**config.mk**
```make
export PLATFORM = sky130hd
export DESIGN_NAME = gpio_port
export DESIGN_NICKNAME = d
export VERILOG_FILES = /design/src/rtl/gpio_pkg.sv /design/src/rtl/gpio_sync_edge.sv /design/src/rtl/gpio_port.sv
export SDC_FILE = /design/constraint.sdc
export NUM_CORES = 1
export LEC_CHECK = 0
export CAP_MARGIN = 5
export CORE_MARGIN = 1.5
export CORE_UTILIZATION = 56
export DETAILED_ROUTE_END_ITERATION = 7
export GPL_TIMING_DRIVEN = 0
export PLACE_DENSITY = 0.92
export SYNTH_ARGS = -nofsm -noshare
export SYNTH_HDL_FRONTEND = slang
export SYNTH_SLANG_ARGS = --single-unit
export TNS_END_PERCENT = 50
```
**constraint.sdc**
```tcl
create_clock -name CLK -period 2.71 [get_ports CLK]
set_input_delay 0.4065 -clock CLK [delete_from_list [all_inputs] [get_ports CLK]]
set_output_delay 0.4065 -clock CLK [all_outputs]
set_load 0.005 [all_outputs]
```
**src/rtl/gpio_pkg.sv**
```systemverilog
// Shared constants for the GPIO port: register offsets within the bus window
// and the per-pin edge-select encoding.
package gpio_pkg;

  localparam logic [2:0] GPIO_DIR      = 3'd0;
  localparam logic [2:0] GPIO_OUT      = 3'd1;
  localparam logic [2:0] GPIO_IN       = 3'd2;
  localparam logic [2:0] GPIO_IRQ_EN   = 3'd3;
  localparam logic [2:0] GPIO_IRQ_STAT = 3'd4;
  localparam logic [2:0] GPIO_EDGE_SEL = 3'd5;
  localparam int         GPIO_NUM_REGS = 6;

  typedef enum logic {
    EDGE_RISE = 1'b0,
    EDGE_FALL = 1'b1
  } edge_sel_e;

  // Window check done in 9 bits so a base near the top of the map cannot wrap.
  function automatic logic in_window(input logic [7:0] addr, input logic [7:0] base);
    logic [8:0] a9;
    logic [8:0] b9;
    a9 = {1'b0, addr};
    b9 = {1'b0, base};
    return (a9 >= b9) && (a9 < b9 + 9'(GPIO_NUM_REGS));
  endfunction

endpackage

```
**src/rtl/gpio_sync_edge.sv**
```systemverilog
// Pin input synchroniser with a one-flop history and rise/fall detection,
// gated by a short warm-up after reset so pins held high do not look like edges.
module gpio_sync_edge
  import gpio_pkg::*;
#(
  parameter int WIDTH       = 8,
  parameter int SYNC_STAGES = 2
) (
  input  logic             clk,
  input  logic             rst,
  input  logic [WIDTH-1:0] pin_in,
  output logic [WIDTH-1:0] sync,
  output logic [WIDTH-1:0] rise,
  output logic [WIDTH-1:0] fall
);

  localparam int                CNT_W     = $clog2(SYNC_STAGES + 2);
  localparam logic [CNT_W-1:0]  WARM_LOAD = CNT_W'(SYNC_STAGES + 1);

  logic [SYNC_STAGES-1:0][WIDTH-1:0] chain_reg;
  logic [WIDTH-1:0]                  prev_reg;
  logic [CNT_W-1:0]                  warm_reg;
  logic                              warm_done;

  always_ff @(posedge clk) begin
    if (rst) begin
      chain_reg <= '0;
      prev_reg  <= '0;
      warm_reg  <= WARM_LOAD;
    end else begin
      chain_reg <= {chain_reg[SYNC_STAGES-2:0], pin_in};
      prev_reg  <= chain_reg[SYNC_STAGES-1];
      if (warm_reg != '0) begin
        warm_reg <= warm_reg - 1'b1;
      end
    end
  end

  assign sync      = chain_reg[SYNC_STAGES-1];
  assign warm_done = (warm_reg == '0);

  generate
    for (genvar gi = 0; gi < WIDTH; gi++) begin : g_edge
      assign rise[gi] = warm_done &  sync[gi] & ~prev_reg[gi];
      assign fall[gi] = warm_done & ~sync[gi] &  prev_reg[gi];
    end
  endgenerate

endmodule

```
**src/rtl/gpio_port.sv**
```systemverilog
// One bank of GPIO pins behind a six-register bus window: direction, output,
// synchronised input, and edge-triggered W1C status driving a level interrupt.
module gpio_port
  import gpio_pkg::*;
#(
  parameter int         WIDTH       = 8,
  parameter logic [7:0] BASE_ADDR   = 8'h10,
  parameter int         SYNC_STAGES = 2
) (
  input  logic             CLK,
  input  logic             RST,
  input  logic             wr_en,
  input  logic             rd_en,
  input  logic [7:0]       addr,
  input  logic [WIDTH-1:0] wr_data,
  output logic [WIDTH-1:0] rd_data,
  output logic             rd_valid,
  input  logic [WIDTH-1:0] pin_in,
  output logic [WIDTH-1:0] pin_out,
  output logic [WIDTH-1:0] pin_oe,
  output logic             irq
);

  logic [WIDTH-1:0] dir_reg;
  logic [WIDTH-1:0] out_reg;
  logic [WIDTH-1:0] irq_en_reg;
  logic [WIDTH-1:0] irq_stat_reg;
  logic [WIDTH-1:0] edge_sel_reg;
  logic [WIDTH-1:0] rd_data_reg;
  logic             rd_valid_reg;
  logic             irq_reg;

  logic             hit;
  logic [2:0]       reg_sel;
  logic             wr_hit;
  logic             rd_hit;
  logic [WIDTH-1:0] sync;
  logic [WIDTH-1:0] rise;
  logic [WIDTH-1:0] fall;
  logic [WIDTH-1:0] event_bits;
  logic [WIDTH-1:0] w1c_mask;
  logic [WIDTH-1:0] irq_stat_next;
  logic [WIDTH-1:0] rd_mux;

  assign hit     = in_window(addr, BASE_ADDR);
  assign reg_sel = 3'(addr - BASE_ADDR);
  assign wr_hit  = wr_en & hit;
  assign rd_hit  = rd_en & hit;

  gpio_sync_edge #(
    .WIDTH       (WIDTH),
    .SYNC_STAGES (SYNC_STAGES)
  ) u_sync_edge (
    .clk    (CLK),
    .rst    (RST),
    .pin_in (pin_in),
    .sync   (sync),
    .rise   (rise),
    .fall   (fall)
  );

  generate
    for (genvar gi = 0; gi < WIDTH; gi++) begin : g_event
      assign event_bits[gi] = (edge_sel_reg[gi] == EDGE_FALL) ? fall[gi] : rise[gi];
    end
  endgenerate

  // Clearing is applied before the new events are OR-ed in, so a same-cycle set wins.
  assign w1c_mask      = (wr_hit && reg_sel == GPIO_IRQ_STAT) ? wr_data : '0;
  assign irq_stat_next = (irq_stat_reg & ~w1c_mask) | event_bits;

  always_comb begin
    rd_mux = '0;
    case (reg_sel)
      GPIO_DIR:      rd_mux = dir_reg;
      GPIO_OUT:      rd_mux = out_reg;
      GPIO_IN:       rd_mux = sync;
      GPIO_IRQ_EN:   rd_mux = irq_en_reg;
      GPIO_IRQ_STAT: rd_mux = irq_stat_reg;
      GPIO_EDGE_SEL: rd_mux = edge_sel_reg;
      default:       rd_mux = '0;
    endcase
  end

  always_ff @(posedge CLK) begin
    if (RST) begin
      dir_reg      <= '0;
      out_reg      <= '0;
      irq_en_reg   <= '0;
      irq_stat_reg <= '0;
      edge_sel_reg <= '0;
      rd_data_reg  <= '0;
      rd_valid_reg <= 1'b0;
      irq_reg      <= 1'b0;
    end else begin
      if (wr_hit) begin
        case (reg_sel)
          GPIO_DIR:      dir_reg      <= wr_data;
          GPIO_OUT:      out_reg      <= wr_data;
          GPIO_IRQ_EN:   irq_en_reg   <= wr_data;
          GPIO_EDGE_SEL: edge_sel_reg <= wr_data;
          default:       ;
        endcase
      end
      irq_stat_reg <= irq_stat_next;
      // Read mux sees the registers before this edge's write lands.
      rd_valid_reg <= rd_hit;
      if (rd_hit) begin
        rd_data_reg <= rd_mux;
      end
      irq_reg <= |(irq_stat_reg & irq_en_reg);
    end
  end

  assign pin_oe   = dir_reg;
  assign pin_out  = out_reg;
  assign rd_data  = rd_data_reg;
  assign rd_valid = rd_valid_reg;
  assign irq      = irq_reg;

endmodule
```
### Yosys cells after proc, flatten, opt, wreduce, memory -nomap -nowiden

Cells that the tools add are included.
Widths: inputs -> output; s select.

| word-level totals | value |
|---|---|
| logic and storage cells | 95 |
| bits in registers | 76 |

| operators by class | value |
|---|---|
| bitwise gates (word level) | 54 |
| add/subtract/negate cells | 2 |
| $lt $le $gt $ge | 2 |
| reductions and logical operators | 10 |
| multiplexer cells | 10 |
| equality and inequality tests | 5 |

Operators with widths:

| kind | count |
|---|---|
| $pmux 8 s6 | 1 |
| $and 1x1->1 | 34 |
| $and 8x8->8 | 2 |
| $not 1->1 | 16 |
| $ge 8x5->1 const B | 1 |
| $lt 8x5->1 const B | 1 |
| $mux 1 | 8 |
| $mux 8 | 1 |
| $not 8->8 | 1 |
| $or 8x8->8 | 1 |
| $reduce_and 2->1 | 4 |
| $reduce_or 8->1 | 1 |
| $eq 3x2->1 const B | 2 |
| $eq 3x3->1 const B | 2 |
| $eq 3x1->1 const B | 1 |
| $logic_not 3->1 | 1 |
| $sub 3x1->3 const B | 1 |
| $logic_and 1x1->1 | 2 |
| $logic_not 2->1 | 1 |
| $reduce_bool 2->1 | 1 |
| $sub 2x1->2 const B | 1 |

### Longest topological paths before layout

Gate-level depths: netlist of run 1.

| logic depth | value |
|---|---|
| word-level depth | 8 |
| mapped depth | 6 |

### By module

From an unflattened synthesis of run 1, not the netlist that was laid out.

| second synthesis, totals | value |
|---|---|
| cells, all modules | 332 |
| area, all modules | 3333.2 µm² |

Modules (own cells, without submodules):

| module | area each (µm²) | instances | cells each |
|---|---|---|---|
| gpio_port | 2376.0 | 1 | 238 |
| gpio_sync_edge | 957.2 | 1 | 94 |

### Worst setup path before layout of run 1

OpenSTA, ideal clock, no wires.

| path | value |
|---|---|
| path type | input port to flip-flop |
| start point | in addr[7] |
| end point | reg edge_sel_reg[0] |
| buffers on the path | 0 |
| data required time | 2.582 ns |
| library setup time | 0.128 ns |
| data arrival time | 1.810 ns |
| path slack | 0.773 ns |
| stages | 4 |
| cells stage by stage | or4b_4 nor4_4 mux2i_1 nor2_1 |

| on the way | value |
|---|---|
| word-level cells in the longest chain between the ends | 4 |

RTL lines:

| what | line | source |
|---|---|---|
| from (decl) | gpio_port.sv:14 | `input logic [7:0] addr,` |
| $ge 8x5->1 / $lt 8x5->1 (equally long branches) | gpio_pkg.sv:24 | `return (a9 >= b9) && (a9 < b9 + 9'(GPIO_NUM_REGS));` |
| $logic_and 1x1->1 * | gpio_pkg.sv:24 |  |
| $and 1x1->1 * | gpio_port.sv:47 | `assign wr_hit = wr_en & hit;` |
| $reduce_and 2->1 (no line) * | - |  |
| to (signal assigned) | gpio_port.sv:101 | `GPIO_EDGE_SEL: edge_sel_reg <= wr_data;` |
| to (decl) | gpio_port.sv:28 | `logic [WIDTH-1:0] edge_sel_reg;` |

Every way passes the cells marked *; elsewhere a longest branch is shown, timed or not.
A chain may end at the register's enable or synchronous reset.

### Worst setup path in the final report of run 1

| path | value |
|---|---|
| start point | in addr[7] |
| end point | reg irq_stat_reg[7] |

| on the way | value |
|---|---|
| word-level cells in the longest chain between the ends | 8 |

RTL lines:

| what | line | source |
|---|---|---|
| $ge 8x5->1 / $lt 8x5->1 (equally long branches) | gpio_pkg.sv:24 |  |
| $logic_and 1x1->1 * | gpio_pkg.sv:24 |  |
| $and 1x1->1 * | gpio_port.sv:47 |  |
| $logic_and 1x1->1 * | gpio_port.sv:69 | `assign w1c_mask = (wr_hit && reg_sel == GPIO_IRQ_STAT) ? wr_data : '0;` |
| $mux 8 * | gpio_port.sv:69 |  |
| $not 8->8 * | gpio_port.sv:70 | `assign irq_stat_next = (irq_stat_reg & ~w1c_mask) \| event_bits;` |
| $and 8x8->8 * | gpio_port.sv:70 |  |
| $or 8x8->8 * | gpio_port.sv:70 |  |
| to (signal assigned) | gpio_port.sv:105 | `irq_stat_reg <= irq_stat_next;` |
| to (decl) | gpio_port.sv:27 | `logic [WIDTH-1:0] irq_stat_reg;` |

Marked as above.

==> metrics, run 1 <==
status complete, but fails checks; violated checks capacitance limit, setup timing; max-slew violations 0; CTS Buffer Depth 2; antenna diode count 0; Setup crit start kind input port; Yosys cell types 36; routed wire length 7981 um; crit path capture type flip-flop; Fmax achieved about 360 MHz; Num Clock Sinks 76; flops & latches, synth 76; gr usage total around 28%; final instance area 0.003995 mm^2; CTS tree yes; first drt pass iteration count 5; worst reg-to-reg setup slack around 1.2 ns; worst path cell trace clkdlybuf4s50_1 -> or4b_4 -> nor3_1 -> a31o_2 -> a21oi_1; met2 Track Usage GR approximately 45%; Placed Area about 0.0038 mm^2; CTS Hold Bufs 0; pin count of the biggest net entering global routing 14; die height roughly 80 um; Leakage between 1.5 and 2 nW; total power 2.225 mW; Die Area between 0.006 and 0.007 mm^2; post-DP HPWL 5507 um; path length in cells of the critical path 5; Max-slew headroom about 1.8%; area grow syn2layout 25.51%; worst setup path end irq_stat_reg[7]$_SDFF_PP0_; Max Cap Viol 1; total CTS buffers 9; Iter 0 DRT Violations approximately 260; wire length per cell about 17 um; Avg Inst Size Synth 9.502 um^2; DRT antenna net count 0; DRC 0; worst r2r src u_sync_edge.warm_reg[0]$_SDFFE_PP1P_; chip width slightly below 80 um; busiest grt layer met2; Worst Path Max Fanout 8; type of the worst setup path in -> reg; initial antenna violation count 0; Resized cells post-CTS 0; Req. time, crit path between 2 and 3 ns; Site Rows 27; clk_lat worst skew approximately 0.36 ns; Core Area between 0.005 and 0.006 mm^2; I/O Pins 54; Final setup viols 8; nets about 430; Buffers on Ports around 50; Clock Skew about 0.012 ns; Ys Warns 0; routed via count around 2700; setup bufs post-CTS 0; CP delay by family, top simple AND/OR/NAND/NOR gates; final hold vios 0; Max H-tree Level 3; R2R depth 5; PnR worst setup slack -0.05446 ns; Post-Synthesis Cell Area 0.003183 mm^2; Hold Path Class in -> reg; WP buf/inv 1; Crit. Startpoint addr[7]; register area share after synthesis a little under half; post-synth net total about 360; vias in the first global route 2614; first-pass GRT wire length roughly 13000 um; final period utilization 102.0%; final core occ approximately 73%; Initial Utilization between 50% and 60%; GR Layer Usage met3 about 5%; Worst path max stage delay ~1.2 ns; crit path time final approximately 2.8 ns; hold_ws approximately 0.44 ns; worst-margin pin slew 1.462 ns; Worst EP arrival around 3 ns; clk slew on worst S/H paths approximately 0.080 ns; R2R Path End u_sync_edge.warm_reg[1]$_SDFFE_PP1P_; share of cells above drive strength 1 under 10%; slowest library cell on the worst path nor3_1; Synth Instances 335; Final GP Congestion ~0.90; met1 Resource Use GR a little over a third; Via-to-Cell Ratio 5.789; Max IR drop VDD between 400 and 500 uV; P per Cell Area 556.9 mW/mm^2; CTS Root Cell clkbuf_8; GR Overflow Total 0; RSZ-0062 raised after global routing no
per-stage QoR:
stage | setup WS [ns] | std cells | setup TNS [ns]
floorplan | 0.7728 | 335 | 0
global placement | -0.1395 | 458 | -1.105
detailed placement | -0.1746 | 458 | -1.967
CTS | 0.1067 | 474 | 0
global route | 0.01436 | 474 | 0
finish | -0.05446 | 474 | -0.1904
kinds of logic (layout without fill, tap and decap cells):
family	count (synthesis)	after routing	share of synthesized area (%)
and+or+nand+nor	122	122	20.01
DFF	76	76	47.80
AOI/OAI and AO/OA	56	56	11.64
muxes	49	49	16.27
buffers and inverters	30	97	3.616
adders and majority gates	1	1	0.3930
xor gates and xnor gates	1	1	0.2752
final cells by class:
cell class              instances  area, um^2
multi-input cells             229        1546
flip-flops and latches         76        1521
fillers                       404        1511
repair buffers                 51       510.5
clock buffers                  11       151.4
well taps                      72       90.09
plain buffers                  17       66.31
clock inverters                 5       60.06
inverters                      13       48.80
power breakdown:
part / leakage [nW] / total, mW / internal, mW / switching (mW)
registers: 0.617 / 1.15 / 1.14 / 0.0135
logic: 0.809 / 0.175 / 0.0800 / 0.0949
clock network: 0.0938 / 0.896 / 0.475 / 0.421
total: 1.52 / 2.22 / 1.70 / 0.529
cell usage after synthesis:
master | n | share of area [%]
a211oi_1 | 10 | 2.4
a21oi_1 | 11 | 1.7
a22o_1 | 2 | 0.55
a22oi_1 | 7 | 1.7
a31o_2 | 8 | 2.2
a31oi_1 | 1 | 0.20
a41oi_1 | 1 | 0.28
and3b_1 | 1 | 0.28
and4_1 | 1 | 0.28
buf_1 | 1 | 0.12
buf_2 | 2 | 0.31
clkbuf_1 | 14 | 1.7
clkinv_1 | 1 | 0.12
dfxtp_1 | 76 | 48
ha_1 | 1 | 0.39
inv_1 | 12 | 1.4
mux2_2 | 2 | 0.71
mux2i_1 | 45 | 14
mux4_2 | 2 | 1.4
nand2_1 | 14 | 1.7
nand2b_1 | 2 | 0.39
nand3_1 | 6 | 0.94
nand4_1 | 3 | 0.59
nand4b_1 | 1 | 0.28
nor2_1 | 50 | 5.9
nor2b_1 | 25 | 4.9
nor3_1 | 5 | 0.79
nor3_2 | 1 | 0.31
nor3b_1 | 9 | 2.1
nor4_4 | 1 | 0.67
nor4b_1 | 1 | 0.28
o21ai_0 | 15 | 2.4
o311a_1 | 1 | 0.31
or2_2 | 1 | 0.20
or4b_4 | 1 | 0.43
xor2_1 | 1 | 0.28
worst min-delay path by stage:
stage	start	to	slack, ns	cells past startpoint
after floorplan	u_sync_edge.chain_reg[0]$_SDFF_PP0_	u_sync_edge.sync[0]$_SDFF_PP0_	0.41	1
after global placement	u_sync_edge.chain_reg[4]$_SDFF_PP0_	u_sync_edge.sync[4]$_SDFF_PP0_	0.42	1
after detailed placement	u_sync_edge.chain_reg[7]$_SDFF_PP0_	u_sync_edge.sync[7]$_SDFF_PP0_	0.42	1
after CTS	RST	u_sync_edge.chain_reg[7]$_SDFF_PP0_	0.44	2
after global routing	u_sync_edge.chain_reg[5]$_SDFF_PP0_	u_sync_edge.sync[5]$_SDFF_PP0_	0.46	1
final	RST	u_sync_edge.prev_reg[7]$_SDFF_PP0_	0.44	2
per-layer routing:
metal  part of all wire, %  up-vias
met1                    42     1277
li1                      -     1296
met3                   8.0       27
met4                   3.1        0
met5                     0        -
met2                    47      144
cells in the final DEF, fill, tap and decap left out, types with 3 or more instances in the layout:
master           count
nand3_1              6
a21oi_1             11
nor3_1               5
a31o_2               8
mux2i_1             45
clkinvlp_4           4
nand2_1             14
nor2_1              50
clkbuf_8            11
dfxtp_1             76
nor3b_1              9
clkbuf_1            14
a22oi_1              7
o21ai_0             15
nor2b_1             25
a211oi_1            10
nand4_1              3
inv_1               12
clkdlybuf4s50_1     51
(Power assumes the default switching activity.)
==> inputs of run 2 (changes only) <==
--- a/config.mk
+++ b/config.mk
@@ -7,10 +7,10 @@
 export LEC_CHECK = 0
 export CAP_MARGIN = 5
 export CORE_MARGIN = 1.5
-export CORE_UTILIZATION = 56
+export CORE_UTILIZATION = 42
 export DETAILED_ROUTE_END_ITERATION = 7
 export GPL_TIMING_DRIVEN = 0
-export PLACE_DENSITY = 0.92
+export PLACE_DENSITY = 0.74
 export SYNTH_ARGS = -nofsm -noshare
 export SYNTH_HDL_FRONTEND = slang
 export SYNTH_SLANG_ARGS = --single-unit
==> run 2 against run 1 <==
The flow now finishes without violations. Sequential share of layout area shrank 0.18 points. Final area grew 0.47%. Count of clock-buffer cells in the layout is 4 higher. Maximum frequency up 7.6%. Final cell count increased by 5.7%.
==> metrics, run 2 (synthesis results as in run 1) <==
first-pass GRT wire length 13270 um (+2.7%); Via-to-Cell Ratio 5.391 (-6.9%); post-DP HPWL 5643 um (+2.5%); met2 Track Usage GR 32.13% (-13 points); met1 Resource Use GR 27.75% (-7.3 points); Fill cells 691 (+71%); vias in the first global route 2587 (-1.0%); Max IR drop VDD 253.4 uV (-42%); Core Area 0.007292 mm^2 (+32%); first drt pass iteration count 5 (unchanged); DRT antenna net count 0 (unchanged); Iter 0 DRT Violations 185 (-28%); CTS Hold Bufs 0 (unchanged); worst-margin pin slew 1.212 ns (-0.2504 ns); status finished clean; GR Layer Usage met3 4.399% (-0.48 points); Resized cells post-CTS 0 (unchanged); setup bufs post-CTS 0 (unchanged); DRC 0 (unchanged); Site Rows 31 (+15%); WP buf/inv 1 (unchanged); Hold Path Class reg -> reg; Max H-tree Level 3 (unchanged); worst path cell trace clkdlybuf4s50_1 -> or4b_4 -> nor3_1 -> a31o_2 -> a21oi_1; CTS tree yes; FF/Latch Area 0.001521 mm^2 (unchanged); Num Clock Sinks 76 (unchanged); busiest grt layer met2; Worst EP arrival 2.78 ns (-0.21 ns); commonest cells after routing, fill and taps aside dfxtp_1, clkdlybuf4s50_1, nor2_1, mux2i_1, nor2b_1; RSZ-0062 raised after global routing no; nets 426 (unchanged); clk_lat worst skew 0.36 ns (about the same); P per Cell Area 551.3 mW/mm^2 (-1.0%); Setup crit start kind input port; die height 90.06 um (+15%); Leakage 1.524 nW (+0.27%); crit path capture type flip-flop; final core occ 55.04% (-18 points); Final GP Congestion 0.8847 (-2.0%); slowest library cell on the worst path nor3_1; routed via count 2701 (-1.6%); Buffers on Ports 51 (unchanged); CP delay by family, top simple AND/OR/NAND/NOR gates; type of the worst setup path in -> reg; Die Area 0.008110 mm^2 (+32%); Clock Skew 0.006382 ns (-0.005790 ns); wire length per cell 16.45 um (-2.3%); I/O Pins 54 (unchanged); pin count of the biggest net entering global routing 12 (-2); Fmax achieved 389.4 MHz (+7.6%); Inst Count DP 485 (+5.9%); Max Cap Viol 0 (-1); total CTS buffers 9 (unchanged); commonest non-fill, non-tap cell in the layout dfxtp_1; final hold vios 0 (unchanged); Req. time, crit path 2.93 ns (about the same); initial antenna violation count 0 (unchanged); share of cells above drive strength 1 7.463% (-1.0 points); Layout Cells excl Fill 501 (+5.7%); CTS Buffer Depth 2 (unchanged); Final setup viols 0 (-8); Worst path max stage delay 0.98 ns (-0.19 ns); GR Overflow Total 0 (unchanged); final period utilization 94.76% (-7.2 points); Initial Utilization 43.65% (-14 points); total power 2.213 mW (-0.54%); chip width 90.06 um (+15%); Worst Path Max Fanout 8 (unchanged); crit path time final 2.568 ns (-0.1963 ns); gr usage total 21.33% (-6.5 points); area of the multi-input gates 0.001546 mm^2 (unchanged); worst slack at placement -0.2173 ns (-0.04261 ns); clk slew on worst S/H paths 0.07 ns (about the same); routed wire length 8239 um (+3.2%); max-slew violations 0 (unchanged); Max-slew headroom 18.58% (+17 points); antenna diode count 0 (unchanged); CTS Root Cell clkbuf_8; PnR worst setup slack 0.1419 ns (+0.1963 ns); area grow syn2layout 26.10%
==> run 2: layer usage <==
metal  up-vias  wire (um)
li1       1298          -
met3        22        518
met2       118       3617
met5         -          0
met1      1263       3805
met4         0        298
==> run 2: final timing paths <==
check | from | to | slack (ns) | cells past startpoint
max | addr[7] | irq_stat_reg[0]$_SDFF_PP0_ | 0.14 | 5
min | u_sync_edge.chain_reg[0]$_SDFF_PP0_ | u_sync_edge.sync[0]$_SDFF_PP0_ | 0.44 | 1
max reg2reg | u_sync_edge.warm_reg[0]$_SDFFE_PP1P_ | u_sync_edge.warm_reg[1]$_SDFFE_PP1P_ | 1.26 | 5
min reg2reg | u_sync_edge.chain_reg[0]$_SDFF_PP0_ | u_sync_edge.sync[0]$_SDFF_PP0_ | 0.44 | 1
==> run 2: power breakdown <==
part / internal, mW / switching, mW / leakage, nW / total (mW)
sequential: 1.14 / 0.0132 / 0.617 / 1.15
clock: 0.478 / 0.403 / 0.0979 / 0.881
combinational: 0.0801 / 0.0970 / 0.809 / 0.177
==> run 2: layout make-up <==
cell class,instances,area share [%]
flip-flops and latches,76,37.91
plain buffers,17,1.652
multi-input cells,229,38.53
inverters,13,1.216
clock inverters,1,0.7481
well taps,99,3.086
repair buffers,51,12.72
clock buffers,15,4.146
==> run 2: per-stage QoR <==
stage                     TNS [ns]  hold WS [ns]  cell area (um^2)
final                            0        0.4364              4014
after global routing             0        0.4482              4014
after CTS                        0        0.4375              4014
after detailed placement    -3.048        0.4204              3817
after global placement      -1.077        0.4175              3817
after floorplan                  0        0.4138              3183
==> inputs of run 3 (changes only) <==
--- a/config.mk
+++ b/config.mk
@@ -6,11 +6,13 @@
 export NUM_CORES = 1
 export LEC_CHECK = 0
 export CAP_MARGIN = 5
+export CELL_PAD_IN_SITES_DETAIL_PLACEMENT = 1
+export CELL_PAD_IN_SITES_GLOBAL_PLACEMENT = 1
 export CORE_MARGIN = 1.5
 export CORE_UTILIZATION = 42
 export DETAILED_ROUTE_END_ITERATION = 7
 export GPL_TIMING_DRIVEN = 0
-export PLACE_DENSITY = 0.74
+export PLACE_DENSITY = 0.9
 export SYNTH_ARGS = -nofsm -noshare
 export SYNTH_HDL_FRONTEND = slang
 export SYNTH_SLANG_ARGS = --single-unit
==> run 3 against run 2 <==
Setup slack better by 0.065 ns. First-iteration DRC count fell by 19%. Maximum frequency increased by 2.6%. Die area unchanged. Combinational power up 4%. Global-route usage up 3.3 points. Critical path type unchanged. Critical endpoint is now pin_oe[1]$_SDFFE_PP0P_.
==> metrics, run 3 (synthesis results as in run 1) <==
first drt pass iteration count 4 (-1); nets 427 (+0.23%); crit path time final 2.503 ns (-0.06547 ns); Setup crit start kind input port; Hold Path Class reg -> reg; CTS Root Cell clkbuf_8; gr usage total 24.67% (+3.3 points); antenna diode count 0 (unchanged); crit path capture type flip-flop; status finished clean; Worst Path Max Fanout 8 (unchanged); Num Clock Sinks 76 (unchanged); Max Cap Viol 0 (unchanged); clk slew on worst S/H paths 0.07 ns (about the same); DRT antenna net count 0 (unchanged); Inst Count DP 485 (unchanged); Buffers on Ports 51 (unchanged); type of the worst setup path in -> reg; Fmax achieved 399.6 MHz (+2.6%); commonest non-fill, non-tap cell in the layout dfxtp_1; Max H-tree Level 3 (unchanged); Clock Skew 0.007369 ns (+0.0009877 ns); initial antenna violation count 0 (unchanged); final core occ 54.68% (-0.36 points); Iter 0 DRT Violations 149 (-19%); pin count of the biggest net entering global routing 13 (+1); first-pass GRT wire length 15430 um (+16%); routed wire length 9647 um (+17%); die height 90.06 um (unchanged); GR Overflow Total 0 (unchanged); commonest cells after routing, fill and taps aside dfxtp_1, clkdlybuf4s50_1, nor2_1, mux2i_1, nor2b_1; Req. time, crit path 2.93 ns (about the same); Max IR drop VDD 342.0 uV (+35%); final hold vios 0 (unchanged); Via-to-Cell Ratio 5.505 (+2.1%); Layout Cells excl Fill 501 (unchanged); DRC 0 (unchanged); CTS Buffer Depth 2 (unchanged); Total Neg Setup Slack 0 ns (unchanged); routed via count 2758 (+2.1%); worst slack at placement -0.2402 ns (-0.02300 ns); Die Area 0.008110 mm^2 (unchanged); post-DP HPWL 6686 um (+18%); RSZ-0062 raised after global routing no; Site Rows 31 (unchanged); final period utilization 92.35% (-2.4 points); max-slew violations 0 (unchanged); share of cells above drive strength 1 8.458% (+1.0 points); wire length per cell 19.26 um (+17%); chip width 90.06 um (unchanged); Core Area 0.007292 mm^2 (unchanged); PnR worst setup slack 0.2073 ns (+0.06547 ns); Leakage 1.509 nW (-1.0%); total CTS buffers 9 (unchanged); Worst EP arrival 2.72 ns (-0.06 ns); Final setup viols 0 (unchanged); clk_lat worst skew 0.35 ns (about the same); I/O Pins 54 (unchanged); Initial Utilization 43.65% (unchanged); hold_ws 0.4444 ns (+0.007960 ns); CTS tree yes; P per Cell Area 519.8 mW/mm^2 (-5.7%); Final GP Congestion 0.8810 (-0.42%); Max-slew headroom 36.62% (+18 points); worst-margin pin slew 0.9455 ns (-0.2665 ns); area grow syn2layout 25.28%; vias in the first global route 2965 (+15%)
## run 3: critical path, cell delays in order
cell and delay, ns:
clkdlybuf4s50_1 0.42, nor4b_1 0.60, nand4_1 0.81, mux2i_1 0.41, nor2_1 0.06
## run 3: cell type report
cell class	instances	area, um^2
fill	874	3304
buffer	17	66.31
tap	99	123.9
clock buffer	10	127.6
clock inverter	5	30.03
timing repair buffer	52	518.0
multi-input combinational	229	1551
inverter	13	48.80
sequential	76	1521
## run 3: final timing paths
check        cells past startpoint  slack [ns]                                   end                                  from
min reg2reg                      1        0.44        u_sync_edge.sync[7]$_SDFF_PP0_   u_sync_edge.chain_reg[7]$_SDFF_PP0_
max                              5        0.21                pin_oe[1]$_SDFFE_PP0P_                               addr[7]
max reg2reg                      5        1.15  u_sync_edge.warm_reg[1]$_SDFFE_PP1P_  u_sync_edge.warm_reg[1]$_SDFFE_PP1P_
min                              1        0.44        u_sync_edge.sync[7]$_SDFF_PP0_   u_sync_edge.chain_reg[7]$_SDFF_PP0_
## run 3: power by group
group	internal (mW)	leakage, nW	switching (mW)
registers	1.14	0.617	0.0144
logic	0.0800	0.814	0.104
clock network	0.322	0.0779	0.411
total	1.54	1.51	0.529
## run 3: through the flow
stage / total power, mW / instance area [um^2]
final: 2.073 / 3988
after global routing: 2.145 / 3988
after CTS: 2.076 / 3975
after detailed placement: 1.362 / 3817
after global placement: 1.352 / 3817
after floorplan: 1.269 / 3183
## run 3: routing by layer
| metal | GRT usage [%] | vias up | routed length, um |
|---|---|---|---|
| met3 | 5.838 | 17 | 576 |
| met2 | 41.10 | 100 | 4663 |
| met1 | 30.13 | 1349 | 4234 |
| met5 | 0 | - | 0 |
| li1 | - | 1292 | - |
| met4 | 11.11 | 0 | 172 |
## run 3: timing repair
item	4_1_cts	5_1_grt
hold endpoints to repair	0	0
setup endpoints to repair	0	10
hold buffers	0	0
setup buffers	0	1
resized for setup	0	1
